`config.mk`:
```
export PLATFORM = sky130hd
export DESIGN_NAME = conv_window_feeder
export DESIGN_NICKNAME = d
export VERILOG_FILES = /design/src/rtl/conv_window_feeder.sv
export SDC_FILE = /design/constraint.sdc
export NUM_CORES = 1
export LEC_CHECK = 0
export ABC_CLOCK_PERIOD_IN_PS = 6000
export CAP_MARGIN = 15
export CORE_ASPECT_RATIO = 0.5
export CORE_MARGIN = 4
export CORE_UTILIZATION = 39
export DETAILED_ROUTE_END_ITERATION = 6
export PLACE_DENSITY = 0.66
export REMOVE_ABC_BUFFERS = 1
export SYNTH_ARGS = -nofsm -noshare
export SYNTH_HDL_FRONTEND = slang
export SYNTH_SLANG_ARGS = --single-unit
```
`constraint.sdc`:
```
create_clock -name clk -period 6 [get_ports clk]
set_input_delay 1.2 -clock clk [delete_from_list [all_inputs] [get_ports clk]]
set_output_delay 1.2 -clock clk [all_outputs]
set_load 0.01 [all_outputs]
```
`src/rtl/conv_window_feeder.sv`:
```
// conv_window_feeder
//   Upstream stage of the 3x3 convolution core. It takes a serial byte stream on in_data:
//   first 9 weights, then IMG_W*IMG_H pixels, both row-major. It then issues one 3x3 window
//   at a time, with a single-cycle win_valid pulse for each. The next window is issued only
//   after the core returns ofm_valid for the current one.
//
//   Parameters: IMG_W, IMG_H (3..255) -- image size in pixels.
//   Build option: CONV_ZERO_PAD_EN -- the window index is the centre pixel, every pixel gets
//     a window, and taps that fall outside the image read as zero. When the macro is not
//     defined, only full windows are issued and the index is the top-left pixel.
//
//   Ports:
//     clk, rst_n          clock, asynchronous active-low reset
//     in_valid/in_data    input byte stream (accepted while in_ready=1)
//     in_ready            high while idle or loading
//     ofm_valid           result strobe from the core; only acted on in WAIT
//     win_valid           one-cycle pulse marking a new window on win_*
//     win_ifm/win_wgt     window pixels / kernel; bits [8k+7:8k] = element k+1 (row-major)
//     win_row/win_col     index of the window currently presented
//     busy                high in ISSUE/WAIT
//     done                one-cycle pulse after the final window's ofm_valid
module conv_window_feeder #(
  parameter int IMG_W = 5,
  parameter int IMG_H = 5
) (
  input  logic        clk,
  input  logic        rst_n,
  input  logic        in_valid,
  input  logic [7:0]  in_data,
  output logic        in_ready,
  input  logic        ofm_valid,
  output logic        win_valid,
  output logic [71:0] win_ifm,
  output logic [71:0] win_wgt,
  output logic [7:0]  win_row,
  output logic [7:0]  win_col,
  output logic        busy,
  output logic        done
);

  localparam int NPIX = IMG_W * IMG_H;
  localparam int AW   = $clog2(NPIX);
`ifdef CONV_ZERO_PAD_EN
  localparam int ROW_LAST = IMG_H - 1;
  localparam int COL_LAST = IMG_W - 1;
`else
  localparam int ROW_LAST = IMG_H - 3;
  localparam int COL_LAST = IMG_W - 3;
`endif

  typedef enum logic [2:0] {
    S_IDLE, S_LOAD_W, S_LOAD_P, S_ISSUE, S_WAIT, S_DONE
  } state_t;

  state_t          state_q, state_d;
  logic [3:0]      wcnt_q, wcnt_d;
  logic [AW-1:0]   pcnt_q, pcnt_d;
  logic [7:0]      row_q, row_d, col_q, col_d;
  logic [7:0]      wgt_q [9];
  logic [7:0]      wgt_d [9];
  logic [7:0]      pix_q [NPIX];
  logic [7:0]      pix_d [NPIX];
  logic            win_valid_q, win_valid_d;
  logic [71:0]     win_ifm_q, win_ifm_d, win_wgt_q, win_wgt_d;
  logic [7:0]      win_row_q, win_row_d, win_col_q, win_col_d;
  logic            done_q, done_d;

  logic            accept, last_pix, last_win;
  logic [71:0]     taps;

  assign accept   = in_valid && in_ready;
  assign last_pix = (pcnt_q == AW'(NPIX - 1));
  assign last_win = (row_q == 8'(ROW_LAST)) && (col_q == 8'(COL_LAST));

  // State register and all datapath flops
  always_ff @(posedge clk or negedge rst_n) begin
    if (!rst_n) begin
      state_q     <= S_IDLE;
      wcnt_q      <= '0;
      pcnt_q      <= '0;
      row_q       <= '0;
      col_q       <= '0;
      wgt_q       <= '{default: '0};
      pix_q       <= '{default: '0};
      win_valid_q <= 1'b0;
      win_ifm_q   <= '0;
      win_wgt_q   <= '0;
      win_row_q   <= '0;
      win_col_q   <= '0;
      done_q      <= 1'b0;
    end else begin
      state_q     <= state_d;
      wcnt_q      <= wcnt_d;
      pcnt_q      <= pcnt_d;
      row_q       <= row_d;
      col_q       <= col_d;
      wgt_q       <= wgt_d;
      pix_q       <= pix_d;
      win_valid_q <= win_valid_d;
      win_ifm_q   <= win_ifm_d;
      win_wgt_q   <= win_wgt_d;
      win_row_q   <= win_row_d;
      win_col_q   <= win_col_d;
      done_q      <= done_d;
    end
  end

  // Next state
  always_comb begin
    state_d = state_q;
    unique case (state_q)
      S_IDLE:   if (accept) state_d = S_LOAD_W;
      S_LOAD_W: if (accept && wcnt_q == 4'd8) state_d = S_LOAD_P;
      S_LOAD_P: if (accept && last_pix) state_d = S_ISSUE;
      S_ISSUE:  state_d = S_WAIT;
      S_WAIT:   if (ofm_valid) state_d = last_win ? S_DONE : S_ISSUE;
      S_DONE:   state_d = S_IDLE;
      default:  state_d = S_IDLE;
    endcase
  end

  // State-decoded outputs
  always_comb begin
    in_ready = (state_q == S_IDLE) || (state_q == S_LOAD_W) || (state_q == S_LOAD_P);
    busy     = (state_q == S_ISSUE) || (state_q == S_WAIT);
  end

  // Tap gather for the window at (row_q, col_q)
  always_comb begin : tap_sel
`ifdef CONV_ZERO_PAD_EN
    int r;
    int c;
    r = 0;
    c = 0;
`endif
    taps = '0;
    for (int unsigned dr = 0; dr < 3; dr++) begin
      for (int unsigned dc = 0; dc < 3; dc++) begin
`ifdef CONV_ZERO_PAD_EN
        r = int'(row_q) + int'(dr) - 1;
        c = int'(col_q) + int'(dc) - 1;
        if (r >= 0 && r < IMG_H && c >= 0 && c < IMG_W)
          taps[8*(3*dr+dc) +: 8] = pix_q[AW'(r * IMG_W + c)];
`else
        taps[8*(3*dr+dc) +: 8] =
          pix_q[AW'((int'(row_q) + int'(dr)) * IMG_W + int'(col_q) + int'(dc))];
`endif
      end
    end
  end

  // Datapath next values
  always_comb begin
    wcnt_d      = wcnt_q;
    pcnt_d      = pcnt_q;
    row_d       = row_q;
    col_d       = col_q;
    wgt_d       = wgt_q;
    pix_d       = pix_q;
    win_valid_d = 1'b0;
    win_ifm_d   = win_ifm_q;
    win_wgt_d   = win_wgt_q;
    win_row_d   = win_row_q;
    win_col_d   = win_col_q;
    done_d      = (state_q == S_DONE);

    if (accept) begin
      if (state_q == S_IDLE) begin
        wgt_d[0] = in_data;
        wcnt_d   = 4'd1;
        pcnt_d   = '0;
        row_d    = '0;
        col_d    = '0;
      end else if (state_q == S_LOAD_W) begin
        wgt_d[wcnt_q] = in_data;
        wcnt_d        = wcnt_q + 4'd1;
      end else begin
        pix_d[pcnt_q] = in_data;
        pcnt_d        = pcnt_q + 1'b1;
      end
    end

    // Window outputs are captured only here, so they hold through WAIT and beyond
    if (state_q == S_ISSUE) begin
      win_valid_d = 1'b1;
      win_ifm_d   = taps;
      for (int unsigned k = 0; k < 9; k++)
        win_wgt_d[8*k +: 8] = wgt_q[4'(k)];
      win_row_d   = row_q;
      win_col_d   = col_q;
    end

    if (state_q == S_WAIT && ofm_valid) begin
      if (last_win) begin
        row_d = '0;
        col_d = '0;
      end else if (col_q == 8'(COL_LAST)) begin
        col_d = '0;
        row_d = row_q + 8'd1;
      end else begin
        col_d = col_q + 8'd1;
      end
    end
  end

  assign win_valid = win_valid_q;
  assign win_ifm   = win_ifm_q;
  assign win_wgt   = win_wgt_q;
  assign win_row   = win_row_q;
  assign win_col   = win_col_q;
  assign done      = done_q;

endmodule
```
* Word level (Yosys, flattened, before mapping)
Cells that the tools add are included.
** Cells by class
- Order comparisons :: 13
- Bitwise gates (word level) :: 13
- Equal/unequal tests :: 14
- $mul :: 3
- $add $sub $neg :: 15
- Multiplexer cells :: 56
- Reduce and logical (&&, ||, !) cells :: 20
** Operators with widths (number)
- 8-bit binary-select mux with 5-bit select :: 9
- 8-bit two-way mux :: 31
- 200-bit bitwise mux :: 1
- 72-bit bitwise mux :: 1
- 72-bit two-way mux :: 1
- 5-bit by 6-bit greater-or-equal comparator with 1-bit output (second input constant) :: 9
- 5-bit NOT :: 9
- 8-bit demux with 5-bit select :: 1
- 8-bit demux with 4-bit select :: 1
- 5-bit by 2-bit adder with 5-bit output (second input constant) :: 6
- 9-bit by 3-bit multiplier with 5-bit output (second input constant) :: 2
- 8-bit by 1-bit adder with 8-bit output (second input constant) :: 2
- 8-bit by 2-bit equality test with 1-bit output (second input constant) :: 2
- 5-bit adder :: 3
- 3-bit two-way mux :: 5
- 3-bit one-hot mux with 5 select lines :: 1
- 5-bit two-way mux :: 2
- 2-bit != test (second input constant) :: 5
- 8-bit by 1-bit adder with 9-bit output (second input constant) :: 1
- 8-bit by 2-bit adder with 9-bit output (second input constant) :: 1
- 8-bit by 3-bit multiplier with 5-bit output (second input constant) :: 1
- 4-bit two-way mux :: 2
- 1-bit logical AND :: 7
- 3-bit by 2-bit equality test with 1-bit output (second input constant) :: 2
- other kinds (20) :: 29
** Storage, ports and cells
- Logic and storage cells :: 179
- Input port bits :: 12
- Output and inout bits :: 164
- Bits in registers :: 462

* Longest topological paths before layout
Gate-level depths: netlist of run 1.
- Word-level depth :: 8
- Depth in mapped cells :: 17
- Depth with buffers taken out :: 14

* Worst setup path before layout of run 1
No wires, ideal clock.
- Path type :: register to register
- From :: register row_q[1]
- To :: register win_ifm_q[70] (netlist: win_ifm[70])
- Arrival time :: 4205 ps
- Period minus slack after synthesis :: 4331 ps
- Stages on the path, launching flop included :: 16
- Buffers on the path :: 4
- Setup slack :: 1669 ps
- Library setup time :: 126 ps
- Data required time :: 5874 ps
- Cell sequence :: dfrtp_1 ha_1 ha_1 ha_1 inv_1 fa_1 buf_2 clkinv_1 ha_1 buf_2 clkbuf_1 clkbuf_1 mux2i_1 o32a_1 a21oi_1 a221o_1
** On the way
- Longest elaborated chain between the ends :: 8
** RTL lines
- start, declared :: line 58 : logic [7:0] row_q, row_d, col_q, col_d;
- start signal, assigned :: line 95 : row_q <= row_d;
- 8-bit by 2-bit adder with 9-bit output :: line 146 : pix_q[AW'((int'(row_q) + int'(dr)) * IMG_W + int'(col_q) + int'(dc))];
- 9-bit by 3-bit multiplier with 5-bit output :: line 146
- 5-bit adder :: line 146
- 5-bit by 2-bit adder with 5-bit output :: line 146
- 5-bit NOT (implied by the code) :: line 146
- 8-bit binary-select mux with 5-bit select :: line 146
- 8-bit two-way mux (implied by the code) (2 in a row) :: line 146
- end signal, assigned :: line 100 : win_ifm_q <= win_ifm_d;
- end, declared :: line 64 : logic [71:0] win_ifm_q, win_ifm_d, win_wgt_q, win_wgt_d;
Every way passes these cells. The select of a mux whose other input is x is not followed.
A chain may end at the register's enable or synchronous reset.

* Final worst setup path of run 1
- From :: register row_q[2]
- To :: register win_ifm_q[14] (netlist: win_ifm[14])
** On the way
- Longest elaborated chain between the ends :: 7
** RTL lines (line)
- 8-bit by 3-bit multiplier with 5-bit output :: 146
- 5-bit adder :: 146
- 5-bit by 2-bit adder with 5-bit output :: 146
- 5-bit NOT (implied by the code) :: 146
- 8-bit binary-select mux with 5-bit select :: 146
- 8-bit two-way mux (implied by the code) (2 in a row) :: 146
Every way passes these cells. The select of a mux whose other input is x is not followed.

==> results of run 1 <==
==> cell usage after synthesis, drive strengths merged, types with 29 or more instances <==
cell	n	area [µm²]
mux2	373	4200
mux2i	147	1471
inv	29	108.9
o21ai	102	510.5
nand3	34	170.2
nor2	106	397.9
o22ai	50	312.8
buf	58	334.1
clkbuf	150	563.0
ha	42	525.5
nor3	29	145.1
mux4	179	4031
nand2	438	1644
dfrtp	462	11560
a21oi	67	335.3
==> report_power, final <==
part,switching (mW),internal (mW),total [mW],leakage (nW)
combinational,4.98,3.61,8.59,8.13
clock,1.36,1.74,3.10,0.756
sequential,0.662,3.92,4.58,6.19
==> per-layer routing <==
metal	vias up	wire (µm)
met5	-	14
met3	205	10930
met1	11740	45480
met4	2	3807
li1	9663	-
met2	1144	46140
==> stage by stage <==
stage	power (mW)	TNS [ps]	utilization	worst slack, ps	instances
after detailed placement	13.04	0	0.4315	1222	3571
after CTS	16.20	0	0.4527	1215	3653
final	16.28	0	0.4528	1074	3654
after global routing	17.05	0	0.4528	856.4	3654
after global placement	12.96	0	0.4315	1281	3571
after floorplan	10.04	-375580	-	-4157	2374
==> sequential cells by signal, summed over array words and instances (netlist names) <==
register and flops:
col_q 8, done 1, pcnt_q 5, pix_q 200, row_q 8, state_q 3
wcnt_q 4, wgt_q 72, win_col 8, win_ifm 72, win_row 8, win_valid 1
win_wgt 72
==> critical path: stages, from the launching register on <==
cell      delay, ps
dfrtp_1         580
ha_1            320
ha_1            300
inv_1            60
fa_2            550
buf_4           470
xor2_2          840
nand2_1         620
o22ai_1         330
nor3_1           80
a211oi_1        450
o31ai_1         130
==> cell type report <==
cell class / instances / share of cell area
Inverter: 31 / 0.003576
Clock buffer: 62 / 0.03764
Multi-Input combinational cell: 1881 / 0.4985
Tap cell: 972 / 0.03659
Sequential cell: 462 / 0.3478
Timing Repair Buffer: 226 / 0.06663
Clock inverter: 20 / 0.009223
==> logic make-up after synthesis <==
logic type                 after synthesis  share of synthesized area
adders and majority gates               48                    0.02223
AOI/OAI and AO/OA                      391                    0.08750
buffers and inverters                  239                    0.03490
and+or+nand+nor                        695                     0.1015
DFF                                    462                     0.3981
xor gates and xnor gates                48                    0.02171
muxes                                  699                     0.3341
==> worst max-delay path by stage <==
| stage | start | slack [ps] | endpoint |
|---|---|---|---|
| 2_1_floorplan | row_q[0]$_DFF_PN0_ | -4160 | win_ifm[10]$_DFFE_PN0P_ |
| 3_3_place_gp | row_q[2]$_DFF_PN0_ | 1280 | win_ifm[47]$_DFFE_PN0P_ |
| 3_5_place_dp | row_q[2]$_DFF_PN0_ | 1220 | win_ifm[10]$_DFFE_PN0P_ |
| 4_1_cts | row_q[2]$_DFF_PN0_ | 1210 | win_ifm[10]$_DFFE_PN0P_ |
| 5_1_grt | row_q[2]$_DFF_PN0_ | 860 | win_ifm[14]$_DFFE_PN0P_ |
| 6_report | row_q[2]$_DFF_PN0_ | 1070 | win_ifm[14]$_DFFE_PN0P_ |
==> impl_metrics.toml, run 1 <==
[outcome]
outcome = "complete, no violations"

[final_layout]
fin_area_um2 = 33240
drive_above_1_share = 0.2550
seqCellArea_um2 = 11560
final_cell_mix = "dfrtp_1, nand2_1, mux2_2, mux4_2, clkdlybuf4s50_1"
nNetsFinal = 2708
antenna_cells = 0
multiInputGateArea_um2 = 16570
nFillCells = 6738
final_common_cell = "dfrtp_1"
syn_to_final_growth_pct = 14.44

[synth]
seq_area_frac_synth = 0.3981
synthArstFlopShare = 1.000
synth-edff-count = 0
syn_area_um2 = 29040
synthFlopType = "dfrtp_1"
avgSynthCellArea_um2 = 11.25
yosys_warnings = 0
synth_seq_cells = 462
yosysUniqueCellTypes = 72
syn_inst = 2582

[route]
drc = 0
wl_per_cell_um = 29.11
wirelength_mm = 106.4
via_per_inst = 6.227
vias = 22750
ant_nets = 0
drt_iter0_drc = 2828
first_pass_iters = 7

[worst_setup_path]
critPathArrivalTime_ps = 5390
critPathMaxFanout = 25
reg2regPathDepth = 11
reg2reg_slack_ps = 1070
critPathKind = "reg -> reg"
rr_endpoint = "win_ifm[14]$_DFFE_PN0P_"
worst_ep_required_time_ps = 6470
end_kind = "flip-flop"
r2r_start = "row_q[2]$_DFF_PN0_"
critPathLaunchType = "flip-flop"

[cts]
cts_max_level = 2
cts_hold_buf = 0
clockBufferDepth = 3
cts.sinks = 462
post_cts_buffers = 0
clk_transition_reported_paths_ps = 70
numCtsBuffers = 46
tritoncts = "done"
clock_latency_ps = 620
cts_resized = 0
cts-root-buf = "clkbuf_16"

[min_path]
holdPathEnd = "win_wgt[15]$_DFFE_PN0P_"
hold_path.class = "reg -> reg"
hp-start = "wgt_q[63]$_DFFE_PN0P_"
holdPathStages = 2

[sta]
hold_ws_ps = 455.9
fin_crit_sh = 0.8211
period_needed_ps = 4926
max_slew_margin = 0.1656
worst_slew_pin_slew_ps = 1247
setup_viol = 0
hold_viol = 0
finalClockSkew_ps = 18.41
max_freq_mhz = 203.0
slew_violations = 0
rsz0062_at_grt = "false"

[flow_run]
maxCapViolations = 0

[global_route]
met1_usage = 0.3766
grt_max_degree = 170
use_met2 = 0.3917
antenna_found_initial = 2
grt_usage = 0.2647
busiest_layer = "met2"
grt_pass1_wl_mm = 156.7
grt_pass1_vias = 22180
grt_overflow_total = 0
grt_use_met3 = 0.07386

[pwr]
vdd_drop_max_mv = 0.4212
power.density_nw_per_um2 = 489.8
p_leak_nw = 15.08

[place]
hpwl_mm = 76.03
portBuffers = 175
place.gp.congestion = 0.9739
place_area_um2 = 31670

[die]
start_util = 0.3957
die_h_um = 201.0
rows = 70
chipWidth_um = 393.9
io_pins = 176
die_area_um2 = 79160
coreArea_um2 = 73400
No activity file was read; power rests on OpenSTA's default activity.
==> inputs of run 2 (changes only) <==
--- a/config.mk
+++ b/config.mk
@@ -5,7 +5,7 @@
 export SDC_FILE = /design/constraint.sdc
 export NUM_CORES = 1
 export LEC_CHECK = 0
-export ABC_CLOCK_PERIOD_IN_PS = 6000
+export ABC_CLOCK_PERIOD_IN_PS = 4950
 export CAP_MARGIN = 15
 export CORE_ASPECT_RATIO = 0.5
 export CORE_MARGIN = 4
==> constraint.sdc (replaced) <==
create_clock -name clk -period 4.95 [get_ports clk]
set_input_delay 0.99 -clock clk [delete_from_list [all_inputs] [get_ports clk]]
set_output_delay 0.99 -clock clk [all_outputs]
set_load 0.01 [all_outputs]
==> run 2 against run 1 <==
- the flow now finishes with violations (design-rule violations)
- clock power is 24% higher
- sequential power is 22% higher
- final cell count is 0.85% higher
- design area is 1.0% higher
- largest power group unchanged
- die area stayed put
- non-clock buffer count is 32 higher
- critical path type unchanged
- combinational power is 23% higher
- global-route usage is 0.16 points higher
==> impl_metrics.toml, run 2 (synthesized netlist as in run 1, its figures left out) <==
[die]
rows = 70
start_util = 0.3957
io_pins = 176
coreArea_um2 = 73400
die_area_um2 = 79160
die_h_um = 201.0
chipWidth_um = 393.9

[final_layout]
utilization = 0.4575
multiInputGateArea_um2 = 16570
seqCellArea_um2 = 11560
final_cell_mix = "dfrtp_1, nand2_1, mux2_2, mux4_2, clkdlybuf4s50_1"
layout.cells.non_filler = 3685
nNetsFinal = 2739
top_register = "pix_q"
syn_to_final_growth_pct = 15.62
final_common_cell = "dfrtp_1"
fin_area_um2 = 33580
largest_reg_flops = 200
nFillCells = 6729
drive_above_1_share = 0.2647

[worst_setup_path]
critPathMaxFanout = 9
critPathLaunchType = "flip-flop"
critPathKind = "reg -> reg"
critPathArrivalTime_ps = 5080
worst_ep_required_time_ps = 5440
end_kind = "flip-flop"

[cts]
cts_hold_buf = 0
cts_max_level = 2
clock_latency_ps = 630
tritoncts = "done"
numCtsBuffers = 45
post_cts_buffers = 0
cts-root-buf = "clkbuf_16"
cts_resized = 0
cts.sinks = 462
clk_transition_reported_paths_ps = 70
clockBufferDepth = 3

[pwr]
power.density_nw_per_um2 = 596.4
p_leak_nw = 15.28
total_power_mw = 20.03
vdd_drop_max_mv = 0.3614

[outcome]
outcome = "finished with violations"
violations = "design-rule violations"

[place]
place_area_um2 = 31950
place.gp.congestion = 1.017
hpwl_mm = 78.34
portBuffers = 175
dp.cells = 3603
pre_cts_ws_ps = 528.4

[route]
first_pass_iters = 7
drt_iter0_drc = 2615
met1Wirelength_mm = 46.51
ant_nets = 0
wirelength_mm = 107.3
met2_length_mm = 45.91
met3WireLength_mm = 10.62
dr.max_layer_used = "met5"
wl_per_cell_um = 29.12
via_per_inst = 6.238
drc = 2
vias = 22990

[sta]
max_slew_margin = 0.1390
rsz0062_at_grt = "false"
period_needed_ps = 4584
slew_violations = 0
setup_viol = 0
fin_ws_ps = 365.9
hold_ws_ps = 434.4
finalClockSkew_ps = 28.42
fin_crit_sh = 0.9261
max_freq_mhz = 218.1
hold_viol = 0
tns_ps = 0
worst_slew_pin_slew_ps = 1256

[global_route]
grt_pass1_wl_mm = 157.6
grt_max_degree = 136
grt_overflow_total = 0
grt_pass1_vias = 22130
antenna_found_initial = 6
grt_usage = 0.2663

[min_path]
hold_path.class = "in -> async"

[flow_run]
maxCapViolations = 0
==> run 2: power breakdown <==
part           leakage, nW  total [mW]  internal [mW]  switching (mW)
logic                 8.29        10.6           4.48            6.14
registers             6.19        5.58           4.75           0.825
clock network        0.788        3.84           2.22            1.62
total                 15.3        20.0           11.4            8.58
==> run 2: metal layers <==
layer | track usage | vias up
li1 | - | 9741
met1 | 0.3835 | 11950
met2 | 0.3893 | 1105
met3 | 0.06729 | 195
met4 | 0.09478 | 2
met5 | 0 | -
==> run 2: cell type report <==
| cell class | instances | area share |
|---|---|---|
| timing repair buffer | 258 | 0.07422 |
| multi-input combinational | 1881 | 0.4933 |
| inverter | 31 | 0.003540 |
| clock inverter | 17 | 0.009501 |
| clock buffer | 63 | 0.03883 |
| tap | 972 | 0.03622 |
| sequential | 462 | 0.3443 |
| antenna | 1 | 0.00007452 |
==> run 2: worst paths after layout <==
kind                       slack, ps                   from  cells past startpoint                 endpoint
hold / removal                   430                  rst_n                      1    wgt_q[53]$_DFFE_PN0P_
min in group clk                 460  wgt_q[44]$_DFFE_PN0P_                      2  win_wgt[28]$_DFFE_PN0P_
hold reg to reg                  460  wgt_q[44]$_DFFE_PN0P_                      2  win_wgt[28]$_DFFE_PN0P_
max in group asynchronous       3250                  rst_n                      2    wgt_q[22]$_DFFE_PN0P_
setup reg to reg                 370     row_q[2]$_DFF_PN0_                     12  win_ifm[41]$_DFFE_PN0P_
setup / recovery                 370     row_q[2]$_DFF_PN0_                     12  win_ifm[41]$_DFFE_PN0P_
==> run 2: critical path: stages (launching register included) <==
cell,delay [ps]
dfrtp_1,410
buf_4,190
ha_1,230
nand2_1,160
xnor2_1,190
ha_1,330
fa_1,450
ha_1,480
xnor3_1,720
nand2_1,520
o22ai_1,190
o41ai_1,500
o21ai_1,110
